### config.mk
export PLATFORM = sky130hd
export DESIGN_NAME = serial_byte_rx_flat
export DESIGN_NICKNAME = d
export VERILOG_FILES = /design/src/rtl/serial_byte_rx_pkg.sv /design/src/rtl/serial_byte_rx_if.sv /design/src/rtl/serial_byte_rx_bit_timer.sv /design/src/rtl/serial_byte_rx.sv /design/src/flat_wrapper.sv
export SDC_FILE = /design/constraint.sdc
export NUM_CORES = 1
export LEC_CHECK = 0
export CAP_MARGIN = 20
export CELL_PAD_IN_SITES_DETAIL_PLACEMENT = 0
export CELL_PAD_IN_SITES_GLOBAL_PLACEMENT = 1
export CORE_MARGIN = 5
export CORE_UTILIZATION = 46
export CTS_BUF_LIST = sky130_fd_sc_hd__clkbuf_8
export DETAILED_ROUTE_END_ITERATION = 10
export PLACE_DENSITY = 0.82
export REMOVE_ABC_BUFFERS = 1
export SETUP_SLACK_MARGIN = 0.3
export SLEW_MARGIN = 20
export SYNTH_ARGS = -nofsm -noshare
export SYNTH_HDL_FRONTEND = slang
export SYNTH_HIERARCHICAL = 1
export SYNTH_SLANG_ARGS = --single-unit
### constraint.sdc
create_clock -name clk -period 2.3 [get_ports clk]
set_input_delay 0.46 -clock clk [delete_from_list [all_inputs] [get_ports clk]]
set_output_delay 0.46 -clock clk [all_outputs]
set_load 0.03 [all_outputs]
### src/rtl/serial_byte_rx_pkg.sv
// serial_byte_rx_pkg: shared state encoding, default parameters and counter-width helpers.
package serial_rx_pkg;
    typedef enum logic [2:0] {IDLE, START, DATA, STOP, BREAK} state_t;
    localparam int CLKS_PER_BIT_DEF = 16;
    localparam int DATA_BITS_DEF = 8;
    function automatic int cyc_w(input int clks);
        return $clog2(clks);
    endfunction
    function automatic int bit_w(input int bits);
        return $clog2(bits + 1);
    endfunction
endpackage

### src/rtl/serial_byte_rx_if.sv
// serial_byte_rx_if: serial line input plus byte valid/ready output bundle.
interface serial_byte_rx_if import serial_rx_pkg::*; #(
    parameter int DATA_BITS = DATA_BITS_DEF
);
    logic                 din;
    logic                 byte_ready;
    logic [DATA_BITS-1:0] byte_out;
    logic                 byte_valid;
    logic                 frame_err;
    logic                 overrun;
    modport master (output din, byte_ready, input byte_out, byte_valid, frame_err, overrun);
    modport slave (input din, byte_ready, output byte_out, byte_valid, frame_err, overrun);
endinterface

### src/rtl/serial_byte_rx_bit_timer.sv
// bit_timer: cycle counter that strobes at half-bit and full-bit after each restart.
module bit_timer import serial_rx_pkg::*; #(
    parameter int CLKS_PER_BIT = CLKS_PER_BIT_DEF
) (
    input  logic clk,
    input  logic rst,
    input  logic restart_i,
    output logic half_tick_o,
    output logic full_tick_o
);
    localparam int CW = cyc_w(CLKS_PER_BIT);
    logic [CW-1:0] cnt_q, cnt_d;
    // The count is 0 on the cycle after restart, so tick at N-1 lands N cycles after the restart cycle.
    always_comb cnt_d = restart_i ? '0 : cnt_q + 1'b1;
    always_ff @(posedge clk or posedge rst) begin
        if (rst) cnt_q <= '0;
        else     cnt_q <= cnt_d;
    end
    assign half_tick_o = cnt_q == CW'(CLKS_PER_BIT / 2 - 1);
    assign full_tick_o = cnt_q == CW'(CLKS_PER_BIT - 1);
endmodule

### src/rtl/serial_byte_rx.sv
// serial_byte_rx: start-bit detect, mid-bit sampling, LSB-first assembly, one-byte output buffer.
module serial_byte_rx import serial_rx_pkg::*; #(
    parameter int CLKS_PER_BIT = CLKS_PER_BIT_DEF,
    parameter int DATA_BITS = DATA_BITS_DEF
) (
    input  logic clk,
    input  logic rst,
    serial_byte_rx_if.slave rx
);
    localparam int BW = bit_w(DATA_BITS);
    state_t               state_q, state_d;
    logic [BW-1:0]        bit_cnt_q, bit_cnt_d;
    logic [DATA_BITS-1:0] shift_q, shift_d, byte_q, byte_d;
    logic                 valid_q, valid_d, ferr_q, ferr_d, ovr_q, ovr_d;
    logic                 half_tick, full_tick, restart, commit;
    bit_timer #(.CLKS_PER_BIT(CLKS_PER_BIT)) u_timer (
        .clk(clk),
        .rst(rst),
        .restart_i(restart),
        .half_tick_o(half_tick),
        .full_tick_o(full_tick)
    );
    always_ff @(posedge clk or posedge rst) begin
        if (rst) begin
            state_q   <= IDLE;
            bit_cnt_q <= '0;
            shift_q   <= '0;
            byte_q    <= '0;
            valid_q   <= 1'b0;
            ferr_q    <= 1'b0;
            ovr_q     <= 1'b0;
        end else begin
            state_q   <= state_d;
            bit_cnt_q <= bit_cnt_d;
            shift_q   <= shift_d;
            byte_q    <= byte_d;
            valid_q   <= valid_d;
            ferr_q    <= ferr_d;
            ovr_q     <= ovr_d;
        end
    end
    always_comb begin
        state_d   = state_q;
        bit_cnt_d = bit_cnt_q;
        shift_d   = shift_q;
        restart   = 1'b0;
        commit    = 1'b0;
        ferr_d    = 1'b0;
        case (state_q)
            IDLE: begin
                restart = 1'b1;
                if (!rx.din) state_d = START;
            end
            START: if (half_tick) begin
                restart   = 1'b1;
                bit_cnt_d = '0;
                state_d   = rx.din ? IDLE : DATA;
            end
            DATA: if (full_tick) begin
                restart   = 1'b1;
                shift_d   = {rx.din, shift_q[DATA_BITS-1:1]};
                bit_cnt_d = bit_cnt_q + 1'b1;
                if (bit_cnt_q == BW'(DATA_BITS - 1)) state_d = STOP;
            end
            STOP: if (full_tick) begin
                restart = 1'b1;
                commit  = rx.din;
                ferr_d  = !rx.din;
                state_d = rx.din ? IDLE : BREAK;
            end
            BREAK: begin
                restart = 1'b1;
                if (rx.din) state_d = IDLE;
            end
            default: state_d = IDLE;
        endcase
        // A consumer taking the old byte in the commit cycle frees the buffer for the new one.
        valid_d = commit | (valid_q & ~rx.byte_ready);
        byte_d  = (commit & (~valid_q | rx.byte_ready)) ? shift_q : byte_q;
        ovr_d   = commit & valid_q & ~rx.byte_ready;
    end
    assign rx.byte_out   = byte_q;
    assign rx.byte_valid = valid_q;
    assign rx.frame_err  = ferr_q;
    assign rx.overrun    = ovr_q;
endmodule
### src/flat_wrapper.sv
// flat-port wrapper written by rule: the top's interface ports become plain ports
module serial_byte_rx_flat import serial_rx_pkg::*;
#(
    parameter int CLKS_PER_BIT = CLKS_PER_BIT_DEF,
    parameter int DATA_BITS = DATA_BITS_DEF
)
  (clk, rst, rx_din, rx_byte_ready, rx_byte_out, rx_byte_valid, rx_frame_err, rx_overrun);
  serial_byte_rx_if #(.DATA_BITS(DATA_BITS)) rx_i ();
  input  logic clk;
  input  logic rst;
  input wire logic [$bits(rx_i.din)-1:0] rx_din;
  input wire logic [$bits(rx_i.byte_ready)-1:0] rx_byte_ready;
  output wire logic [$bits(rx_i.byte_out)-1:0] rx_byte_out;
  output wire logic [$bits(rx_i.byte_valid)-1:0] rx_byte_valid;
  output wire logic [$bits(rx_i.frame_err)-1:0] rx_frame_err;
  output wire logic [$bits(rx_i.overrun)-1:0] rx_overrun;
  assign rx_i.din = rx_din;
  assign rx_i.byte_ready = rx_byte_ready;
  assign rx_byte_out = rx_i.byte_out;
  assign rx_byte_valid = rx_i.byte_valid;
  assign rx_frame_err = rx_i.frame_err;
  assign rx_overrun = rx_i.overrun;
  serial_byte_rx #(.CLKS_PER_BIT(CLKS_PER_BIT), .DATA_BITS(DATA_BITS)) u_core (.clk(clk), .rst(rst), .rx(rx_i));
endmodule
==> impl_metrics.toml, run 1 <==
[critical_path]
cp_slowest_cell = "clkdlybuf4s50_1"
worstPathArrival_ns = 1.32
r2r_start = "u_core/u_timer/cnt_q[0]"
end_kind = "primary output"
worst-path-stages = 1
r2r-end = "u_core/u_timer/cnt_q[3]"
r2r_slack_ns = 0.56
max_stage_delay_ns = 0.68
crit_buf_inv = 1
cp-start-kind = "flip-flop"
cp_max_fo = 2
r2r_cells = 8
worstSetupPathType = "flip-flop to primary output"
endpoint = "rx_byte_valid"
critical_path.cell_chain = "clkdlybuf4s50_1"
startpoint = "u_core/rx.byte_valid"
cp_top_family = "buffers and inverters"
worst-endpoint-required_ns = 1.84

[floorplan]
die_w_um = 63.1
initial_core_util = 0.475
die-area_um2 = 3990
core_area_um2 = 2730
ios = 15
rows = 19
dieHeight_um = 63.1

[yosys]
yosysTopAreaCell = "dfrtp_1"
yosys_register_bits = 30
synth_flop_cell = "dfrtp_1"
yosysTopAreaCellShare = 0.578
avgSynthCellArea_um2 = 12.6
syn-cell-area_um2 = 1300
synth.distinct_cells = 28
ys_warn_count = 6
yosysSeqAreaShare = 0.578
netlist_instances = 103
synth_edf_count = 0
yosys-top-cells-area = "dfrtp_1 (58%), mux2_2 (14%), nor2_1 (2.9%)"
postSynth.asyncResetShare = 1.00

[clocking]
clk_latency_ns = 0.28
clock_sinks = 30
clk_pin_slew_ns = 0.06
cts-hold-fix-buffers = 0
htree_levels = 2
cts_made_buffers = 5
clk_path_buf_depth = 2
cts_tree = "done"
root_buffer = "clkbuf_8"

[global_routing]
grt_overflow = 0
met2_usage = 0.181
antenna_found_initial = 0
grtUsageMet1 = 0.156
track_usage = 0.127
grt_max_degree = 27
grtUsageMet3 = 0.0710
grt_pass1_vias = 850
grt_pass1_wl_um = 3870
grt.busiest_layer = "met2"

[flow_run]
max_cap_viol_count = 0

[power_and_ir_drop]
vdd_drop_max_uv = 621
p_per_area_nw_per_um2 = 792
leakagePower_nw = 0.748

[cells_and_area]
fillers = 230
area_growth_pct = 19.7
num-nets-final = 129
diodes = 0
drive_gt1_frac = 0.252
multi_input_area_um2 = 515
seq_area_um2 = 751

[timing]
worst_slew_pin_slew_ns = 0.424
hold_slack_ns = 0.391
period_minus_slack_ns = 1.78
rsz0062_at_grt = "no"
finalHoldViolCount = 0
slew_headroom = 0.718
fmax_mhz = 563
skew_ns = 0.00442
slew_viol_final = 0
tns_ns = 0
period_share = 0.772
finalSetupViolCount = 0

[place]
hpwlAfterDp_um = 1510
gp_routability_congestion = 0.725
port_buffers = 14

[route]
drt_iter0_markers = 23
drc = 0
routed_wl_um = 2210
drt_first_pass_iters = 4
wire_per_inst_um = 14.4
antenna_left = 0
vias_per_cell = 5.48
dr_total_vias = 844

[min_path]
hold_path_class = "input pin to asynchronous set/reset pin"

[outcome]
status = "finished clean"
-- worst min path at each step --
stage | endpoint | slack (ns) | startpoint
floorplan | u_core/u_timer/cnt_q[0] | 0.23 | rst
global placement | u_core/u_timer/cnt_q[0] | 0.45 | u_core/u_timer/cnt_q[0]
detailed placement | u_core/u_timer/cnt_q[0] | 0.47 | u_core/u_timer/cnt_q[0]
CTS | u_core/u_timer/cnt_q[1] | 0.39 | rst
global route | u_core/u_timer/cnt_q[2] | 0.42 | rst
finish | u_core/u_timer/cnt_q[2] | 0.39 | rst
-- area by class of cell --
class	count	share of cell area
Clock buffer	5	0.0443
Clock inverter	2	0.00644
Inverter	6	0.0145
Multi-Input combinational cell	65	0.332
Sequential cell	30	0.483
Tap cell	31	0.0250
Timing Repair Buffer	15	0.0950
-- cells in the mapped netlist (2+ instances only) --
cell	number
dfrtp_1	30
nor2_1	10
o211ai_1	2
nor2b_1	3
nand3_1	3
inv_1	6
o21ai_0	3
mux2_2	16
nand2_1	6
a21oi_1	3
nand4_1	3
ha_1	2
-- registers in the layout, indices dropped and copies added, names as in the netlist --
name and cells:
u_core/rx.byte_out 8, u_core/shift_q 8, u_core/bit_cnt_q 4, u_core/u_timer/cnt_q 4, u_core/state_q 3, u_core/rx.byte_valid 1
u_core/rx.frame_err 1, u_core/rx.overrun 1
-- logic make-up after synthesis --
logic type,share of synthesized area
simple gates,0.156
compound gates,0.0597
xor+xnor,0.00674
buf+inv,0.0299
fa+ha+maj,0.0193
flops,0.578
mux,0.150
-- power by group --
part	internal [mW]	total, mW	switching [mW]
Sequential	0.577	0.653	0.0758
Clock	0.202	0.384	0.182
Combinational	0.0950	0.193	0.0979
Total	0.874	1.23	0.356
-- timing repair --
| action | 4_1_cts | 5_1_grt |
|---|---|---|
| endpoints found under the setup margin | 0 | 1 |
| gates resized for setup | 0 | 1 |
| buffers inserted | 0 | 0 |
-- metrics by stage --
stage | util | total power, mW | worst slack [ns] | instance area [um2] | std cells
detailed placement | 0.537 | 0.851 | 0.439 | 1470 | 147
floorplan | - | 0.794 | 0.643 | 1280 | 101
global route | 0.568 | 1.31 | 0.390 | 1550 | 154
finish | 0.568 | 1.23 | 0.523 | 1550 | 154
global placement | 0.537 | 0.841 | 0.524 | 1470 | 147
CTS | 0.566 | 1.24 | 0.437 | 1550 | 154
-- cells in the final DEF, fill, tap and decap left out --
cell type	n
dfrtp_1	30
mux2_2	16
clkdlybuf4s50_1	14
nor2_1	10
inv_1	6
nand2_1	6
clkbuf_8	5
nor2b_1	3
nand3_1	3
nand4_1	3
a21oi_1	3
o21ai_0	3
clkinv_2	2
o211ai_1	2
ha_1	2
and4bb_4	1
and2b_4	1
a21o_1	1
nand3b_1	1
nand4b_1	1
a32o_1	1
a32oi_1	1
o22ai_2	1
nand2b_1	1
nand4b_4	1
buf_4	1
xnor2_1	1
nand3_2	1
mux2_4	1
and3_2	1
-- worst register-to-register path, delay by kind of cell (launching register included) --
family	cells	cell delay (ns)
AOI/OAI and AO/OA	2	0.33
adders and majority gates	1	0.22
DFF	1	0.38
muxes	1	0.26
and+or+nand+nor	4	0.43
-- per-layer routing --
layer	wire (um)	vias to the layer above
met5	0	-
met4	46	0
met3	142	4
met2	967	21
met1	1060	418
li1	-	401
Note: power is estimated with default switching activity, not from simulation.
==> inputs of run 2 (changes only) <==
--- a/config.mk
+++ b/config.mk
@@ -9,10 +9,10 @@
 export CELL_PAD_IN_SITES_DETAIL_PLACEMENT = 0
 export CELL_PAD_IN_SITES_GLOBAL_PLACEMENT = 1
 export CORE_MARGIN = 5
-export CORE_UTILIZATION = 46
+export CORE_UTILIZATION = 42
 export CTS_BUF_LIST = sky130_fd_sc_hd__clkbuf_8
 export DETAILED_ROUTE_END_ITERATION = 10
-export PLACE_DENSITY = 0.82
+export PLACE_DENSITY = 0.79
 export REMOVE_ABC_BUFFERS = 1
 export SETUP_SLACK_MARGIN = 0.3
 export SLEW_MARGIN = 20
==> constraint.sdc (replaced) <==
create_clock -name clk -period 1.5 [get_ports clk]
set_input_delay 0.3 -clock clk [delete_from_list [all_inputs] [get_ports clk]]
set_output_delay 0.3 -clock clk [all_outputs]
set_load 0.03 [all_outputs]
==> run 2 against run 1 <==
- the run now ends with setup timing left
- hold slack lost 0.15 ns
- sequential share of layout area decreased by 2.8 points
- clock skew barely moved
- sequential cell count unchanged
- clock power increased by 53%
- routed wire length rose by 14%
- combinational power is 150% higher
- cell area is 6.1% higher
- cell count is 10% higher
- critical path type is now flip-flop to flip-flop
==> impl_metrics.toml, run 2 (synthesized netlist as in run 1, its figures left out) <==
[place]
placed_cell_area_um2 = 1550
port_buffers = 14
hpwlAfterDp_um = 1650
place_worst_setup_slack_ns = -0.164
gp_routability_congestion = 0.787

[floorplan]
core_area_um2 = 3000
rows = 20
initial_core_util = 0.433
die-area_um2 = 4300
dieHeight_um = 65.6
ios = 15
die_w_um = 65.6

[clocking]
clock_sinks = 30
cts_tree = "done"
clk_path_buf_depth = 2
cts_made_buffers = 5
clk_pin_slew_ns = 0.06
clk_latency_ns = 0.27
htree_levels = 2
root_buffer = "clkbuf_8"

[power_and_ir_drop]
leakagePower_nw = 0.850
p_per_area_nw_per_um2 = 1250
power.internal_mw = 1.46
comb_power_share = 0.232
p_total_mw = 2.07
share_seq_of_total_power = 0.483
swShare = 0.292
p_clk_frac = 0.285
switching_power_mw = 0.604
vdd_drop_max_uv = 605

[cells_and_area]
layout_common_cells = "dfrtp_1 (30), buf_4 (13), buf_2 (10), nor2_1 (10), mux2_2 (10)"
num-nets-final = 143
final_area_um2 = 1650
drive_gt1_frac = 0.431
final_common_cell = "dfrtp_1"
fillers = 261
diodes = 0
area_growth_pct = 27.0
finalCoreUtilization = 0.549

[global_routing]
antenna_found_initial = 0
track_usage = 0.142
grt_pass1_wl_um = 4490
grt_overflow = 0
grt_pass1_vias = 1006
grt_max_degree = 27

[critical_path]
cp_slowest_cell = "dfrtp_1"
critical_path.cell_chain = "ha_2, and3_4, nand2_2, nand4b_4, mux2_4"
r2r_slack_ns = -0.12
end_kind = "flip-flop"
r2r_start = "u_core/u_timer/cnt_q[0]"
cp_top_family = "simple AND/OR/NAND/NOR gates"
cp_max_fo = 8
cp-start-kind = "flip-flop"
worstPathArrival_ns = 1.78
crit_buf_inv = 0
max_stage_delay_ns = 0.37
worstSetupPathType = "flip-flop to flip-flop"
worst-path-stages = 5
r2r_cells = 5
r2r-end = "u_core/rx.byte_out[0]"
worst-endpoint-required_ns = 1.66

[timing]
fmax_mhz = 617
rsz0062_at_grt = "yes"
slew_viol_final = 0
period_minus_slack_ns = 1.62
finalHoldViolCount = 0
skew_ns = 0.00425
slew_headroom = 0.730
worst_slew_pin_slew_ns = 0.406
layout_setup_ws_ns = -0.121
finalSetupViolCount = 24
period_share = 1.08

[route]
dr_total_vias = 913
vias_per_cell = 5.37
drc = 0
drt_first_pass_iters = 4
routed_wl_um = 2510
wire_per_inst_um = 14.8
antenna_left = 0
drt_iter0_markers = 62

[flow_run]
max_cap_viol_count = 0

[outcome]
violations = "setup timing"
status = "finished, violations left"

[min_path]
hold_path_class = "input pin to asynchronous set/reset pin"
[run 2: cell types whose count changed in the layout (fill, tap and decap cells not counted), moves of 6 or more]
cell / delta
mux2_2: -6
clkdlybuf4s50_1: -11
mux2_4: +6
buf_4: +12
buf_2: +10
[run 2: worst max-delay path by stage]
stage          slack [ns]               startpoint                      end
5_1_grt             -0.18  u_core/u_timer/cnt_q[1]    u_core/rx.byte_out[0]
3_3_place_gp        -0.08            rx_byte_ready    u_core/rx.byte_out[4]
4_1_cts             -0.07  u_core/u_timer/cnt_q[1]    u_core/rx.byte_out[5]
2_1_floorplan       -0.16  u_core/u_timer/cnt_q[0]  u_core/u_timer/cnt_q[3]
6_report            -0.12  u_core/u_timer/cnt_q[0]    u_core/rx.byte_out[0]
3_5_place_dp        -0.16            rx_byte_ready    u_core/rx.byte_out[2]
[run 2: per-layer routing]
layer / track usage / up-vias / wire, um
met2: 0.226 / 19 / 1260
met4: 0.0959 / 0 / 62
li1: - / 440 / -
met5: 0 / - / 0
met3: 0.0479 / 6 / 87
met1: 0.160 / 448 / 1100
[run 2: repair_timing]
item	in CTS	in global routing
endpoints found under the hold margin	0	0
hold buffers	0	0
pin swaps	2	3
setup buffers	1	1
resized for setup	60	6
endpoints found under the setup margin	41	32
cloned	1	0
[run 2: layout make-up]
class                      instances  area, um2  area share
sequential                        30        751       0.455
multi-input combinational         66        562       0.341
timing repair buffer              28        194       0.118
tap                               33       41.3      0.0250
clock inverter                     2       10.0     0.00607
clock buffer                       5       68.8      0.0417
inverter                           6       22.5      0.0137
[run 2: power groups by stage]
stage	Clock (mW)	Combinational [mW]	Sequential, mW
6_report	0.589	0.479	0.998
5_1_grt	0.661	0.534	1.01
4_1_cts	0.615	0.469	0.985
3_5_place_dp	0	0.438	0.985
3_3_place_gp	0	0.420	0.980
2_1_floorplan	0	0.232	0.985
[run 2: stage by stage]
step	cells	setup TNS, ns	hold WS [ns]
after floorplan	101	-1.01	0.0661
after global placement	160	-1.09	0.489
after detailed placement	160	-2.13	0.494
after CTS	169	-0.732	0.241
after global routing	170	-3.17	0.271
final	170	-1.65	0.244
[run 2: worst reg2reg max path: cells and delay by family, from the launching register on]
kind	cells	cell delay [ns]
flops	1	0.37
fa+ha+maj	1	0.20
simple gates	3	0.60
mux	1	0.35
==> inputs of run 3 (changes only) <==
--- a/config.mk
+++ b/config.mk
@@ -20,3 +20,4 @@
 export SYNTH_HDL_FRONTEND = slang
 export SYNTH_HIERARCHICAL = 1
 export SYNTH_SLANG_ARGS = --single-unit
+export TNS_END_PERCENT = 50
==> run 3 against run 2 <==
- the run still ends with setup timing left
- cell area decreased by 0.38%
- clock skew decreased by 0.00079 ns
- combinational power about the same
- sequential power about the same
- die area unchanged
- sequential share of layout area increased by 0.17 points
- count of clock-buffer cells in the layout unchanged
- routed wire length increased by 1.3%
- non-clock buffer count decreased by 1
- critical path type unchanged
==> impl_metrics.toml, run 3 (synthesized netlist as in run 1, its figures left out) <==
[outcome]
status = "finished, violations left"
violations = "setup timing"

[global_routing]
grt_overflow = 0
grt_max_degree = 27
grt_pass1_wl_um = 4490
antenna_found_initial = 0
grt_pass1_vias = 1000
track_usage = 0.142

[critical_path]
worstSetupPathType = "flip-flop to flip-flop"
cp_slowest_cell = "dfrtp_1"
max_stage_delay_ns = 0.37
worstPathArrival_ns = 1.79
cp-start-kind = "flip-flop"
worst-endpoint-required_ns = 1.66
critical_path.cell_chain = "ha_2, and3_4, nand2_2, nand4b_4, mux2_4"
end_kind = "flip-flop"
cp_max_fo = 8

[cells_and_area]
final_common_cell = "dfrtp_1"
diodes = 0
finalNonFillerCells = 169
num-nets-final = 142
finalCoreUtilization = 0.547
drive_gt1_frac = 0.426
area_growth_pct = 26.5
layout_common_cells = "dfrtp_1 (30), buf_4 (13), nor2_1 (10), mux2_2 (10), buf_2 (8)"

[route]
routed_wl_um = 2550
drt_first_pass_iters = 4
wire_per_inst_um = 15.1
drt_iter0_markers = 56
drc = 0
dr_total_vias = 908
vias_per_cell = 5.37
antenna_left = 0

[power_and_ir_drop]
p_clk_frac = 0.284
leakagePower_nw = 0.840
comb_power_share = 0.232
share_seq_of_total_power = 0.483
p_per_area_nw_per_um2 = 1260
switching_power_mw = 0.607
vdd_drop_max_uv = 600
swShare = 0.293
power.internal_mw = 1.46
p_total_mw = 2.07

[clocking]
clk_latency_ns = 0.27
cts_tree = "done"
cts_made_buffers = 5
root_buffer = "clkbuf_8"
clk_pin_slew_ns = 0.06
htree_levels = 2
cts-hold-fix-buffers = 0
clock_sinks = 30
clk_path_buf_depth = 2

[floorplan]
core_area_um2 = 3000
initial_core_util = 0.433
die_w_um = 65.6
rows = 20
die-area_um2 = 4300
dieHeight_um = 65.6
ios = 15

[place]
dp_cells = 160
port_buffers = 14
hpwlAfterDp_um = 1650
place_worst_setup_slack_ns = -0.164
gp_routability_congestion = 0.787

[timing]
slew_viol_final = 0
finalHoldViolCount = 0
slew_headroom = 0.722
finalSetupViolCount = 24
skew_ns = 0.00345
layout_setup_ws_ns = -0.128
fmax_mhz = 614
period_share = 1.09
period_minus_slack_ns = 1.63
rsz0062_at_grt = "yes"
worst_slew_pin_slew_ns = 0.417

[min_path]
hold_path_class = "input pin to asynchronous set/reset pin"

[flow_run]
max_cap_viol_count = 0
[run 3: cell types whose count changed in the layout (fill, tap and decap cells not counted)]
cell,before,now
clkbuf_2,1,2
clkdlybuf4s18_2,0,1
buf_6,1,0
buf_2,10,8
[run 3: critical path: cells and delay by family (launching register included)]
| family | cells | cell delay (ns) |
|---|---|---|
| AND/OR/NAND/NOR | 3 | 0.60 |
| adder cells (fa/ha/maj) | 1 | 0.21 |
| flip-flops | 1 | 0.37 |
| multiplexers | 1 | 0.35 |
[run 3: through the flow]
| stage | area, um2 | setup TNS, ns | hold slack, ns |
|---|---|---|---|
| 6_report | 1640 | -1.79 | 0.243 |
| 5_1_grt | 1640 | -3.21 | 0.271 |
| 4_1_cts | 1640 | -0.727 | 0.241 |
| 3_5_place_dp | 1550 | -2.13 | 0.494 |
| 3_3_place_gp | 1550 | -1.09 | 0.489 |
| 2_1_floorplan | 1280 | -1.01 | 0.0661 |
[run 3: repair_timing]
item / in CTS / in global routing
pin swaps: 1 / 7
setup buffers: 1 / 0
gates cloned: 1 / 0
setup endpoints to repair: 41 / 33
resized for setup: 55 / 7
[run 3: area by class of cell]
class / count / area [um2]
fillers: 263 / 1360
flip-flops and latches: 30 / 751
clock buffers: 5 / 68.8
well taps: 33 / 41.3
multi-input cells: 66 / 562
repair buffers: 27 / 188
inverters: 6 / 22.5
clock inverters: 2 / 10.0
[run 3: layer usage]
layer / part of all wire / GRT usage / up-vias
met1: 0.44 / 0.161 / 449
met5: 0 / 0 / -
met3: 0.033 / 0.0479 / 6
met2: 0.50 / 0.225 / 17
met4: 0.024 / 0.0959 / 0
li1: - / - / 436
[run 3: power groups by stage]
| stage | sequential [mW] | combinational (mW) | clock [mW] |
|---|---|---|---|
| floorplan | 0.985 | 0.232 | 0 |
| global placement | 0.980 | 0.420 | 0 |
| detailed placement | 0.985 | 0.438 | 0 |
| CTS | 0.983 | 0.468 | 0.615 |
| global route | 1.01 | 0.535 | 0.661 |
| finish | 1.00 | 0.481 | 0.588 |
[run 3: final timing paths]
kind	slack (ns)	end	start	depth (start not counted)
max in group asynchronous	0.84	u_core/bit_cnt_q[2]	rst	3
min reg2reg	0.50	u_core/rx.byte_out[4]	u_core/rx.byte_out[4]	1
max	-0.13	u_core/rx.byte_out[0]	u_core/u_timer/cnt_q[0]	5
min in group clk	0.50	u_core/rx.byte_out[4]	u_core/rx.byte_out[4]	1
max reg2reg	-0.13	u_core/rx.byte_out[0]	u_core/u_timer/cnt_q[0]	5
min	0.24	u_core/u_timer/cnt_q[3]	rst	2
